==> config.mk <==
export PLATFORM = sky130hd
export DESIGN_NAME = pipeline_alu_parity_param_flat
export DESIGN_NICKNAME = d
export VERILOG_FILES = /design/src/rtl/pipeline_alu_parity_param_if.sv /design/src/rtl/pipeline_alu_parity_param.sv /design/src/flat_wrapper.sv
export SDC_FILE = /design/constraint.sdc
export NUM_CORES = 1
export LEC_CHECK = 0
export ABC_AREA = 1
export BUFFER_PORTS_ARGS = -buffer_cell sky130_fd_sc_hd__clkbuf_2
export CAP_MARGIN = 20
export CORE_MARGIN = 2
export CORE_UTILIZATION = 50
export CTS_CLUSTER_SIZE = 12
export DETAILED_ROUTE_END_ITERATION = 10
export GPL_TIMING_DRIVEN = 0
export PLACE_DENSITY = 0.73
export SLEW_MARGIN = 10
export SYNTH_ARGS = -nofsm -noshare
export SYNTH_HDL_FRONTEND = slang
export SYNTH_SLANG_ARGS = --single-unit
==> constraint.sdc <==
create_clock -name clock -period 4.05 [get_ports clock]
set_input_delay 0.2025 -clock clock [delete_from_list [all_inputs] [get_ports clock]]
set_output_delay 0.2025 -clock clock [all_outputs]
set_load 0.005 [all_outputs]
==> src/rtl/pipeline_alu_parity_param_if.sv <==
// Handshake/data bundle for pipeline_alu_parity_param.
// ALU_FLAGS_EN adds carry_out and zero_flag alongside result.
interface pipeline_alu_parity_param_if #(parameter int WIDTH = 4);
    logic             in_valid;
    logic             in_ready;
    logic [7:0]       function_code;
    logic [WIDTH-1:0] operand_a;
    logic [WIDTH-1:0] operand_b;
    logic             out_valid;
    logic             out_ready;
    logic [WIDTH-1:0] result;
    logic             parity_out;
    logic [1:0]       occupancy;
`ifdef ALU_FLAGS_EN
    logic             carry_out;
    logic             zero_flag;

    modport master (
        output in_valid, function_code, operand_a, operand_b, out_ready,
        input  in_ready, out_valid, result, parity_out, occupancy, carry_out, zero_flag
    );
    modport slave (
        input  in_valid, function_code, operand_a, operand_b, out_ready,
        output in_ready, out_valid, result, parity_out, occupancy, carry_out, zero_flag
    );
`else
    modport master (
        output in_valid, function_code, operand_a, operand_b, out_ready,
        input  in_ready, out_valid, result, parity_out, occupancy
    );
    modport slave (
        input  in_valid, function_code, operand_a, operand_b, out_ready,
        output in_ready, out_valid, result, parity_out, occupancy
    );
`endif
endinterface

==> src/rtl/pipeline_alu_parity_param.sv <==
// 3-stage ALU/parity pipeline with valid/ready backpressure and occupancy count.
// Optional macro ALU_FLAGS_EN adds registered carry_out/zero_flag outputs.
module pipeline_alu_parity_param #(
    parameter int WIDTH          = 4,
    parameter bit DROP_ZERO_FUNC = 1'b0
) (
    input  logic                          clock,
    input  logic                          reset,
    pipeline_alu_parity_param_if.slave    bus
);

    logic             v1_q, v1_d, v2_q, v2_d, v3_q, v3_d;
    logic [2:0]       op1_q, op1_d;
    logic [WIDTH-1:0] a1_q, a1_d, b1_q, b1_d;
    logic [WIDTH-1:0] res2_q, res2_d, res3_q, res3_d;
    logic             par3_q, par3_d;

    logic             ready1, ready2, ready3;
    logic             accept, drop_beat;
    logic [2:0]       op_enc;
    logic [WIDTH-1:0] alu_res;

    // Ready ripples back combinationally so a full pipe can still stream.
    assign ready3 = !v3_q || bus.out_ready;
    assign ready2 = !v2_q || ready3;
    assign ready1 = !v1_q || ready2;
    assign accept = bus.in_valid && ready1;
    assign drop_beat = DROP_ZERO_FUNC && (bus.function_code == 8'h00);

    always_comb begin
        op_enc = 3'd0;
        for (int i = 0; i < 8; i++) begin
            if (bus.function_code[i]) op_enc = 3'(i);
        end
    end

    always_comb begin
        alu_res = '0;
        case (op1_q)
            3'd0: alu_res = a1_q + b1_q;
            3'd1: alu_res = a1_q - b1_q;
            3'd2: alu_res = a1_q & b1_q;
            3'd3: alu_res = a1_q | b1_q;
            3'd4: alu_res = a1_q ^ b1_q;
            3'd5: alu_res = ~a1_q;
            3'd6: alu_res = {a1_q[WIDTH-2:0], 1'b0};
            3'd7: alu_res = {1'b0, a1_q[WIDTH-1:1]};
            default: alu_res = '0;
        endcase
    end

`ifdef ALU_FLAGS_EN
    logic alu_c;
    logic c2_q, c2_d, c3_q, c3_d, z3_q, z3_d;

    always_comb begin
        alu_c = 1'b0;
        case (op1_q)
            3'd0: alu_c = ((a1_q + b1_q) < a1_q);
            3'd1: alu_c = (a1_q >= b1_q);
            3'd6: alu_c = a1_q[WIDTH-1];
            3'd7: alu_c = a1_q[0];
            default: alu_c = 1'b0;
        endcase
    end

    always_comb begin
        c2_d = c2_q;
        c3_d = c3_q;
        z3_d = z3_q;
        if (ready2 && v1_q) c2_d = alu_c;
        if (ready3 && v2_q) begin
            c3_d = c2_q;
            z3_d = (res2_q == '0);
        end
    end

    always_ff @(posedge clock or negedge reset) begin
        if (!reset) begin
            c2_q <= 1'b0;
            c3_q <= 1'b0;
            z3_q <= 1'b0;
        end else begin
            c2_q <= c2_d;
            c3_q <= c3_d;
            z3_q <= z3_d;
        end
    end

    assign bus.carry_out = c3_q;
    assign bus.zero_flag = z3_q;
`endif

    // Payload loads only when its stage actually advances; stalled stages hold.
    always_comb begin
        v1_d   = v1_q;
        op1_d  = op1_q;
        a1_d   = a1_q;
        b1_d   = b1_q;
        v2_d   = v2_q;
        res2_d = res2_q;
        v3_d   = v3_q;
        res3_d = res3_q;
        par3_d = par3_q;
        if (ready1) begin
            v1_d = accept && !drop_beat;
            if (accept) begin
                op1_d = op_enc;
                a1_d  = bus.operand_a;
                b1_d  = bus.operand_b;
            end
        end
        if (ready2) begin
            v2_d = v1_q;
            if (v1_q) res2_d = alu_res;
        end
        if (ready3) begin
            v3_d = v2_q;
            if (v2_q) begin
                res3_d = res2_q;
                par3_d = ^res2_q;
            end
        end
    end

    always_ff @(posedge clock or negedge reset) begin
        if (!reset) begin
            v1_q   <= 1'b0;
            v2_q   <= 1'b0;
            v3_q   <= 1'b0;
            op1_q  <= 3'd0;
            a1_q   <= '0;
            b1_q   <= '0;
            res2_q <= '0;
            res3_q <= '0;
            par3_q <= 1'b0;
        end else begin
            v1_q   <= v1_d;
            v2_q   <= v2_d;
            v3_q   <= v3_d;
            op1_q  <= op1_d;
            a1_q   <= a1_d;
            b1_q   <= b1_d;
            res2_q <= res2_d;
            res3_q <= res3_d;
            par3_q <= par3_d;
        end
    end

    assign bus.in_ready   = ready1;
    assign bus.out_valid  = v3_q;
    assign bus.result     = res3_q;
    assign bus.parity_out = par3_q;
    assign bus.occupancy  = {1'b0, v1_q} + {1'b0, v2_q} + {1'b0, v3_q};

endmodule
==> src/flat_wrapper.sv <==
// flat-port wrapper written by rule: the top's interface ports become plain ports
module pipeline_alu_parity_param_flat 
#(
    parameter int WIDTH          = 4,
    parameter bit DROP_ZERO_FUNC = 1'b0
)
  (clock, reset, bus_in_valid, bus_function_code, bus_operand_a, bus_operand_b, bus_out_ready, bus_in_ready, bus_out_valid, bus_result, bus_parity_out, bus_occupancy);
  pipeline_alu_parity_param_if #(.WIDTH(WIDTH)) bus_i ();
  input  logic clock;
  input  logic reset;
  input wire logic [$bits(bus_i.in_valid)-1:0] bus_in_valid;
  input wire logic [$bits(bus_i.function_code)-1:0] bus_function_code;
  input wire logic [$bits(bus_i.operand_a)-1:0] bus_operand_a;
  input wire logic [$bits(bus_i.operand_b)-1:0] bus_operand_b;
  input wire logic [$bits(bus_i.out_ready)-1:0] bus_out_ready;
  output wire logic [$bits(bus_i.in_ready)-1:0] bus_in_ready;
  output wire logic [$bits(bus_i.out_valid)-1:0] bus_out_valid;
  output wire logic [$bits(bus_i.result)-1:0] bus_result;
  output wire logic [$bits(bus_i.parity_out)-1:0] bus_parity_out;
  output wire logic [$bits(bus_i.occupancy)-1:0] bus_occupancy;
  assign bus_i.in_valid = bus_in_valid;
  assign bus_i.function_code = bus_function_code;
  assign bus_i.operand_a = bus_operand_a;
  assign bus_i.operand_b = bus_operand_b;
  assign bus_i.out_ready = bus_out_ready;
  assign bus_in_ready = bus_i.in_ready;
  assign bus_out_valid = bus_i.out_valid;
  assign bus_result = bus_i.result;
  assign bus_parity_out = bus_i.parity_out;
  assign bus_occupancy = bus_i.occupancy;
  pipeline_alu_parity_param #(.WIDTH(WIDTH), .DROP_ZERO_FUNC(DROP_ZERO_FUNC)) u_core (.clock(clock), .reset(reset), .bus(bus_i));
endmodule
Word level (Yosys, flattened, before mapping):

Cells that the tools add are included.

* register bits: 23
* bits in latches: 0
* RAM bits: 0
* ROM bits: 0
* input port bits: 20
* output and inout bits: 9
* word-level logic and storage cells: 44
* memories kept: 0

* add/subtract/negate cells: 4
* multiply operators: 0
* divide/modulo/power cells: 0
* order comparisons: 0
* equality and inequality tests: 7
* shift-type cells: 0
* mux-type cells: 8
* bitwise logic cells: 4
* reduce and logical (&&, ||, !) cells: 12

Operator list (count)
* 4-bit one-hot mux with 8 select lines: 1
* 3-bit 2-to-1 mux: 6
* 3-bit equality test (second input constant): 4
* 3-bit by 2-bit equality test with 1-bit output (second input constant): 2
* 2-bit AND reduction: 3
* 4-bit adder: 1
* 4-bit bitwise AND: 1
* 4-bit inverter: 1
* 4-bit OR: 1
* 4-bit XOR reduction: 1
* 4-bit subtractor: 1
* 4-bit bitwise XOR: 1
* 3-bit by 1-bit equality test with 1-bit output (second input constant): 1
* 1-bit logical NOT: 3
* 3-bit logical NOT: 1
* 1-bit logical OR: 3
* 1-bit by 1-bit adder with 2-bit output: 1
* 2-bit by 1-bit adder with 2-bit output: 1
* 1-bit logical AND: 1
* 1-bit 2-to-1 mux: 1

Depth between registers and ports, before layout:

Gate-level depths: netlist of the first run.

* word-level depth: 7
* depth in mapped cells: 13
* depth with buffers taken out: 12

Worst setup path after synthesis of the first run:

Ideal clock, no wire load.

* path type: reg-to-reg
* start point: register u_core.b1_q[0]
* end point: register u_core.res2_q[3]
* library setup time: 116 ps
* arrival time: 1606 ps
* data required time: 3934 ps
* slack: 2328 ps
* cell stages (with the launch flop): 12
* path buffers: 0
* period minus slack after synthesis: 1722 ps
* cells stage by stage: dfrtp_1 > inv_1 > ha_1 > a21oi_1 > xor2_1 > ha_1 > a21oi_1 > nand2_1 > nand3_1 > nand3_1 > nand2_1 > nand2_1

* longest elaborated chain between the ends: 2
* elaborated cells between the ends (all ways): 3
* classes of those cells: add/sub: 2; mux: 1

Ends and longest elaborated chain
* start: declaration: RTL line pipeline_alu_parity_param.sv:14 `logic [WIDTH-1:0] a1_q, a1_d, b1_q, b1_d;`
* start signal: assignment: RTL line pipeline_alu_parity_param.sv:133 `b1_q <= '0;`
* start signal: assignment: RTL line pipeline_alu_parity_param.sv:143 `b1_q <= b1_d;`
* 4-bit subtractor / 4-bit adder (equally long branches): RTL line pipeline_alu_parity_param.sv:41, pipeline_alu_parity_param.sv:40
* 4-bit one-hot mux with 8 select lines (*): RTL line pipeline_alu_parity_param.sv:39 `case (op1_q)`
* end signal: assignment: RTL line pipeline_alu_parity_param.sv:144 `res2_q <= res2_d;`
* end: declaration: RTL line pipeline_alu_parity_param.sv:15 `logic [WIDTH-1:0] res2_q, res2_d, res3_q, res3_d;`

Mark *: on every way between the ends. The rest lies on a longest branch, timed or not.
A chain may end at the register's enable or synchronous reset.

Final worst setup path of the first run:

Same ends and word-level chain as after synthesis.

==> results of run 1 <==
[layout by cell type (no fill, tap or decap), drive strengths merged]
cell,count
nand3,11
nor3,1
buf,5
dfrtp,23
xor2,1
o21ai,18
nand2,44
mux2,3
xnor2,4
inv,21
ha,12
a31oi,2
a21oi,10
nor2,20
clkbuf,31
dlygate4sd3,1
o21bai,1
a22oi,1
nand4,7
fa,2
[worst max-delay path: cells and delay by family (launching register included)]
| kind | cells | cell delay (ns) |
|---|---|---|
| buffers and inverters | 1 | 0.10 |
| AOI/OAI and AO/OA | 2 | 0.28 |
| and+or+nand+nor | 5 | 0.34 |
| DFF | 1 | 0.42 |
| xor gates and xnor gates | 1 | 0.17 |
| adders and majority gates | 2 | 0.49 |
[repair_timing]
item,CTS,global route
hold endpoints to repair,23,0
hold buffers,1,0
gates resized for setup,0,0
[layout make-up]
type	instances	area [um^2]
fill	246	1080
tap	31	38.8
sequential	23	576
timing repair buffer	28	145
clock buffer	4	26.3
multi-input combinational	137	816
inverter	21	78.8
buffer	5	40.0
[worst max-delay path by stage]
stage,start,endpoint,slack [ns]
global route,u_core.op1_q[1]$_DFFE_PN0P_,u_core.res2_q[2]$_DFFE_PN0P_,1.99
CTS,u_core.b1_q[0]$_DFFE_PN0P_,u_core.res2_q[3]$_DFFE_PN0P_,2.14
detailed placement,u_core.b1_q[0]$_DFFE_PN0P_,u_core.res2_q[3]$_DFFE_PN0P_,2.17
global placement,u_core.op1_q[1]$_DFFE_PN0P_,u_core.res2_q[1]$_DFFE_PN0P_,2.19
floorplan,u_core.b1_q[0]$_DFFE_PN0P_,u_core.res2_q[3]$_DFFE_PN0P_,2.33
finish,u_core.b1_q[0]$_DFFE_PN0P_,u_core.res2_q[3]$_DFFE_PN0P_,2.15
[power breakdown]
part | switching (uW) | internal, uW
Clock | 67.4 | 38.5
Combinational | 183 | 157
Sequential | 52.9 | 294
[sequential cells by signal, summed over array words and instances, names as in the netlist]
| signal | flops |
|---|---|
| u_core.op1_q | 3 |
| u_core.bus.result | 4 |
| u_core.b1_q | 4 |
| u_core.res2_q | 4 |
| u_core.v1_q | 1 |
| u_core.v2_q | 1 |
| u_core.a1_q | 4 |
| u_core.bus.out_valid | 1 |
| u_core.bus.parity_out | 1 |
[metal layers]
metal	wire, um	global-route usage	vias up
met4	46	0.0682	0
met3	127	0.0264	6
met5	0	0	-
li1	-	-	677
met1	1340	0.241	588
met2	1480	0.368	40
[stage by stage]
stage | setup slack, ns | power, uW
final | 2.15 | 792
after global routing | 1.99 | 879
after CTS | 2.14 | 798
after detailed placement | 2.17 | 692
after global placement | 2.19 | 678
after floorplan | 2.33 | 586
[cell families after synthesis]
| kind of cell | synth area share |
|---|---|
| simple gates | 0.249 |
| xor+xnor | 0.0290 |
| mux | 0.0224 |
| compound gates | 0.114 |
| buf+inv | 0.0787 |
| fa+ha+maj | 0.126 |
| flops | 0.381 |
==> run_results.csv, run 1 <==
group,metric,value,unit
min_path,hold_path.class,"in2reg",
sta,slew_violations,0,
drt,drt-initial-drc-count,66,
floorplan,coreArea,0.00281,mm^2
worst_setup_path,reg2reg_setup_slack,2.15,ns
yosys,syn-instance-count,186,
drt,drc,3,
cts,clock_path_buffers,2,
yosys,yosys.area.top_type,"dfrtp_1",
sta,max_freq,525,MHz
worst_setup_path,crit_slowest_cell,"dfrtp_1",
grt,grt_max_degree,24,
cells_and_area,finalNonFillerCells,249,
worst_setup_path,crit_type,"reg2reg",
drt,vias,1311,
power_and_ir_drop,p_per_area,461,mW/mm^2
run,max_cap_viol_count,0,
cts,cts_setup_buffers,0,
cells_and_area,fin_util,0.613,
sta,setup_tns,0,ns
drt,postRouteAntennaNets,0,
floorplan,start_util,0.538,
yosys,synth_edf_count,0,
yosys,synthTopCellsByArea,"dfrtp_1, nand2_1, ha_1",
worst_setup_path,cp.arrival,2.12,ns
worst_setup_path,r2r_start,"u_core.b1_q[0]$_DFFE_PN0P_",
worst_setup_path,crit_top_cell,"nand2_1",
sta,hold_violations,0,
floorplan,die_area,0.00348,mm^2
place,gp_congestion,0.853,
drt,wl_per_cell,12.0,um
yosys,async_reset_ff_frac,1.00,
cts,worstSkewPairLatency,0.31,ns
sta,setup-violations-final,0,
yosys,yosysSeqAreaShare,0.381,
cts,cts_root_buf,"clkbuf_4",
min_path,worstHoldStart,"bus_operand_b[2]",
min_path,hold_path_end,"u_core.b1_q[2]$_DFFE_PN0P_",
floorplan,fp-row-count,19,
drt,drtPass1Iterations,7,
worst_setup_path,worstPathRequired,4.27,ns
outcome,violations,"DRC",
place,post-place-cells,244,
worst_setup_path,cp_slowest_stage_delay,0.42,ns
worst_setup_path,worstPathCellList,"inv_1 -> ha_1 -> a21oi_1 -> xor2_1 -> ha_1 -> a21oi_1 -> nand2_1 -> nand3_1 -> nand3_1 -> nand2_1 -> nand2_1",
floorplan,io_pins,29,
sta,max-slew-margin-rel,0.624,
yosys,yosys-top-cells-count,"nand2_1, dfrtp_1, inv_1",
grt,grtUsageTotal,0.201,
grt,grt_pass1_wl,5350,um
worst_setup_path,startpoint_type,"flop",
floorplan,die_h,59.0,um
worst_setup_path,critical_path.endpoint_type,"flop",
grt,antenna_found_initial,0,
place,place.port_buffers,27,
grt,grt_pass1_vias,1270,
worst_setup_path,r2r_end,"u_core.res2_q[3]$_DFFE_PN0P_",
cells_and_area,layout.nets,253,
cells_and_area,design_area,0.00172,mm^2
sta,whs,0.0906,ns
min_path,whs_path_depth,3,
outcome,status,"finished, violations left",
drt,vias_per_cell,5.27,
cells_and_area,antenna_cells,0,
sta,layout_min_cycle_time,1.90,ns
yosys,yosys_warnings,0,
yosys,synth_fp_nets,220,
worst_setup_path,r2r_cells,11,
yosys,ys_seq_elements,23,
sta,rsz0062_at_grt,"false",
cts,htreeDepth,1,
power_and_ir_drop,ir_drop,0.226,mV
sta,final.setup_skew,0.00254,ns
place,placed_area,0.00168,mm^2
place,dp_hpwl,2350,um
power_and_ir_drop,leakagePower,0.000902,uW
drt,routed_wl,2990,um
grt,grt-ovfl-total,0,
cells_and_area,syn_to_final_growth,13.9,%
yosys,avgSynthCellArea,8.12,um^2
cts,clk_pin_slew_worst_paths,0.12,ns
sta,period_share,0.470,
yosys,synth_cell_types,27,
floorplan,die_x,59.0,um
cells_and_area,final_layout_size_suffix_gt1_frac,0.220,
yosys,syn-cell-area,0.00151,mm^2
yosys,synth_flop_cell,"dfrtp_1",
cts,cts_tree,"done",
cts,cts.sinks,23,
yosys,synth_top_area_frac,0.381,
yosys,synth.most_common_cell,"nand2_1",
worst_setup_path,cp_max_fo,4,
sta,tightest_slew,0.563,ns
cts,numCtsBuffers,3,
No activity file was read; power rests on OpenSTA's default activity.
==> run 2: changes to the inputs <==
--- a/config.mk
+++ b/config.mk
@@ -5,7 +5,7 @@
 export SDC_FILE = /design/constraint.sdc
 export NUM_CORES = 1
 export LEC_CHECK = 0
-export ABC_AREA = 1
+export ABC_AREA = 0
 export BUFFER_PORTS_ARGS = -buffer_cell sky130_fd_sc_hd__clkbuf_2
 export CAP_MARGIN = 20
 export CORE_MARGIN = 2
==> constraint.sdc (replaced) <==
create_clock -name clock -period 1.95 [get_ports clock]
set_input_delay 0.0975 -clock clock [delete_from_list [all_inputs] [get_ports clock]]
set_output_delay 0.0975 -clock clock [all_outputs]
set_load 0.005 [all_outputs]
==> run 2 against run 1 <==
  * Global-route usage is 1.5 points lower
  * Synthesized cell count is 23% lower
  * Largest cell class unchanged
  * Area after synthesis decreased by 0.91%
  * Core utilization up 5.0 points
  * Die area down 0.86%
  * Register-to-register slack worse by 2.2 ns
  * The run ends with DRC, setup timing left
  * Non-clock buffer count rose by 13
  * Routed wire length grew 1.8%
==> run_results.csv, run 2 <==
group,metric,value,unit
outcome,status,"finished, violations left",
outcome,violations,"DRC, setup timing",
worst_setup_path,crit_type,"reg2reg",
yosys,yosys-top-cells-count,"dfrtp_1, ha_1, nand2_1",
cts,worstSkewPairLatency,0.31,ns
worst_setup_path,worstPathRequired,2.15,ns
drt,drt-initial-drc-count,42,
worst_setup_path,r2r_start,"u_core.op1_q[1]$_DFFE_PN0P_",
yosys,synthTopCellsByArea,"dfrtp_1, ha_1, mux2_2",
cells_and_area,syn_to_final_growth,24.3,%
sta,final.setup_skew,0.00320,ns
sta,period_share,1.01,
cells_and_area,fillCellCount,230,
cells_and_area,antenna_cells,0,
drt,vias,1200,
place,dp_hpwl,2150,um
cts,cts.sinks,23,
grt,grt_max_degree,24,
yosys,avgSynthCellArea,10.5,um^2
yosys,yosys_warnings,0,
drt,drc,2,
power_and_ir_drop,p_per_area,901,mW/mm^2
yosys,synth_fp_nets,177,
cells_and_area,final_layout_size_suffix_gt1_frac,0.402,
cells_and_area,final_cell_mix,"clkbuf_2, dfrtp_1, buf_4",
cts,cts_tree,"done",
sta,setup_tns,-0.0102,ns
floorplan,start_util,0.533,
cts,htreeDepth,1,
grt,grt-ovfl-total,0,
sta,max_freq,510,MHz
yosys,yosys.area.top_type,"dfrtp_1",
worst_setup_path,crit_start,"u_core.op1_q[1]$_DFFE_PN0P_",
sta,max-slew-margin-rel,0.622,
floorplan,coreArea,0.00281,mm^2
drt,routed_wl,3040,um
yosys,synth_flop_cell,"dfrtp_1",
grt,grt_pass1_vias,1180,
floorplan,die_x,58.7,um
grt,antenna_found_initial,0,
worst_setup_path,cp.arrival,2.16,ns
yosys,ys_seq_elements,23,
sta,setup-violations-final,1,
yosys,syn-cell-area,0.00150,mm^2
cts,clk_pin_slew_worst_paths,0.13,ns
yosys,async_reset_ff_frac,1.00,
sta,rsz0062_at_grt,"true",
cts,clock_path_buffers,2,
place,gp_congestion,0.799,
sta,fin_ws,-0.0102,ns
sta,tightest_slew,0.567,ns
floorplan,die_area,0.00345,mm^2
power_and_ir_drop,ir_drop,0.455,mV
worst_setup_path,cp_max_fo,4,
min_path,worstHoldStart,"bus_operand_a[1]",
cts,cts_root_buf,"clkbuf_4",
cells_and_area,mostFrequentLayoutCell,"clkbuf_2",
grt,grtUsageTotal,0.186,
yosys,yosysSeqAreaShare,0.385,
yosys,syn-instance-count,143,
floorplan,die_h,58.7,um
drt,postRouteAntennaNets,0,
floorplan,io_pins,29,
cells_and_area,fin_util,0.663,
grt,grt_pass1_wl,4930,um
worst_setup_path,startpoint_type,"flop",
cells_and_area,layout.nets,224,
drt,drtPass1Iterations,9,
sta,slew_violations,0,
drt,vias_per_cell,5.45,
floorplan,fp-row-count,19,
cts,numCtsBuffers,3,
sta,layout_min_cycle_time,1.96,ns
worst_setup_path,critical_path.endpoint_type,"flop",
place,place.port_buffers,27,
yosys,synth.most_common_cell,"dfrtp_1",
yosys,synth_top_area_frac,0.385,
sta,hold_violations,0,
min_path,hold_path.class,"in2reg",
run,max_cap_viol_count,0,
yosys,synth_cell_types,41,
yosys,synth_edf_count,0,
power_and_ir_drop,leakagePower,0.000886,uW
drt,wl_per_cell,13.8,um
## run 2: changes by cell type in the layout (fill, tap and decap cells not counted), moves of 5 or more
cell      delta
nand2_1     -31
nor2_1      -15
buf_4       +11
inv_1       -10
o21ai_0     -10
mux2_2       +7
nand3_1      -7
nand4_1      -6
nand2b_1     +5
## run 2: cell families (layout without fill, tap and decap cells)
family	count (synthesis)	in the layout	share of synthesized area
and+or+nand+nor	37	37	0.141
AOI/OAI and AO/OA	30	30	0.134
DFF	23	23	0.385
muxes	16	16	0.125
buffers and inverters	16	62	0.0468
adders and majority gates	14	14	0.127
xor gates and xnor gates	7	7	0.0410
## run 2: power breakdown
part | internal [uW] | switching, uW
registers | 599 | 109
logic | 404 | 344
clock network | 76.5 | 143
## run 2: worst max-delay path, cell delays in order (launching register included)
cell,delay [ns]
dfrtp_2,0.47
nor2_4,0.17
nand2_2,0.08
mux2i_2,0.22
fa_1,0.46
nor2_1,0.18
a211oi_2,0.07
a21oi_1,0.14
o21ai_1,0.07
## run 2: final timing paths
path                       cells after the start  slack (ns)                                end
min in group asynchronous                      2        0.30   u_core.bus.result[0]$_DFFE_PN0P_
setup reg to reg                               8       -0.01       u_core.res2_q[1]$_DFFE_PN0P_
setup / recovery                               8       -0.01       u_core.res2_q[1]$_DFFE_PN0P_
max in group asynchronous                      2        1.25        u_core.op1_q[1]$_DFFE_PN0P_
hold / removal                                 2        0.01         u_core.a1_q[1]$_DFFE_PN0P_
hold reg to reg                                2        0.51  u_core.bus.parity_out$_DFFE_PN0P_
## run 2: timing repair
| item | in CTS | in global routing |
|---|---|---|
| setup endpoints to repair | 2 | 3 |
| buffers inserted | 3 | 8 |
| endpoints found under the hold margin | 26 | 0 |
| pin swaps | 0 | 3 |
| hold buffers | 4 | 0 |
| resized for setup | 4 | 7 |
## run 2: final cells by class
type,instances,area (um^2),area share
clock buffer,3,22.5,0.0121
sequential,23,578,0.311
tap,31,38.8,0.0208
inverter,12,45.0,0.0242
timing repair buffer,42,258,0.139
buffer,4,28.8,0.0155
multi-input combinational,104,885,0.475
clock inverter,1,5.00,0.00269
## run 2: metrics by stage
step	setup slack, ns	cell area [um^2]	total power, uW	hold WS, ns	instances
CTS	0.000488	1780	1630	0.000593	212
floorplan	0.127	1500	1170	-0.198	143
finish	-0.0102	1860	1680	0.00956	220
detailed placement	-0.0371	1670	1370	0.124	201
global placement	-0.00411	1670	1330	0.111	201
global route	-0.0422	1860	1800	0.00736	220
## run 2: routing by layer
layer  wire [um]  up-vias  part of all wire  track usage
met1        1220      548              0.40        0.218
met5           0        -                 0            0
met3         188        9             0.062       0.0330
met4          55        0             0.018       0.0682
met2        1580       50              0.52        0.339
li1            -      593                 -            -
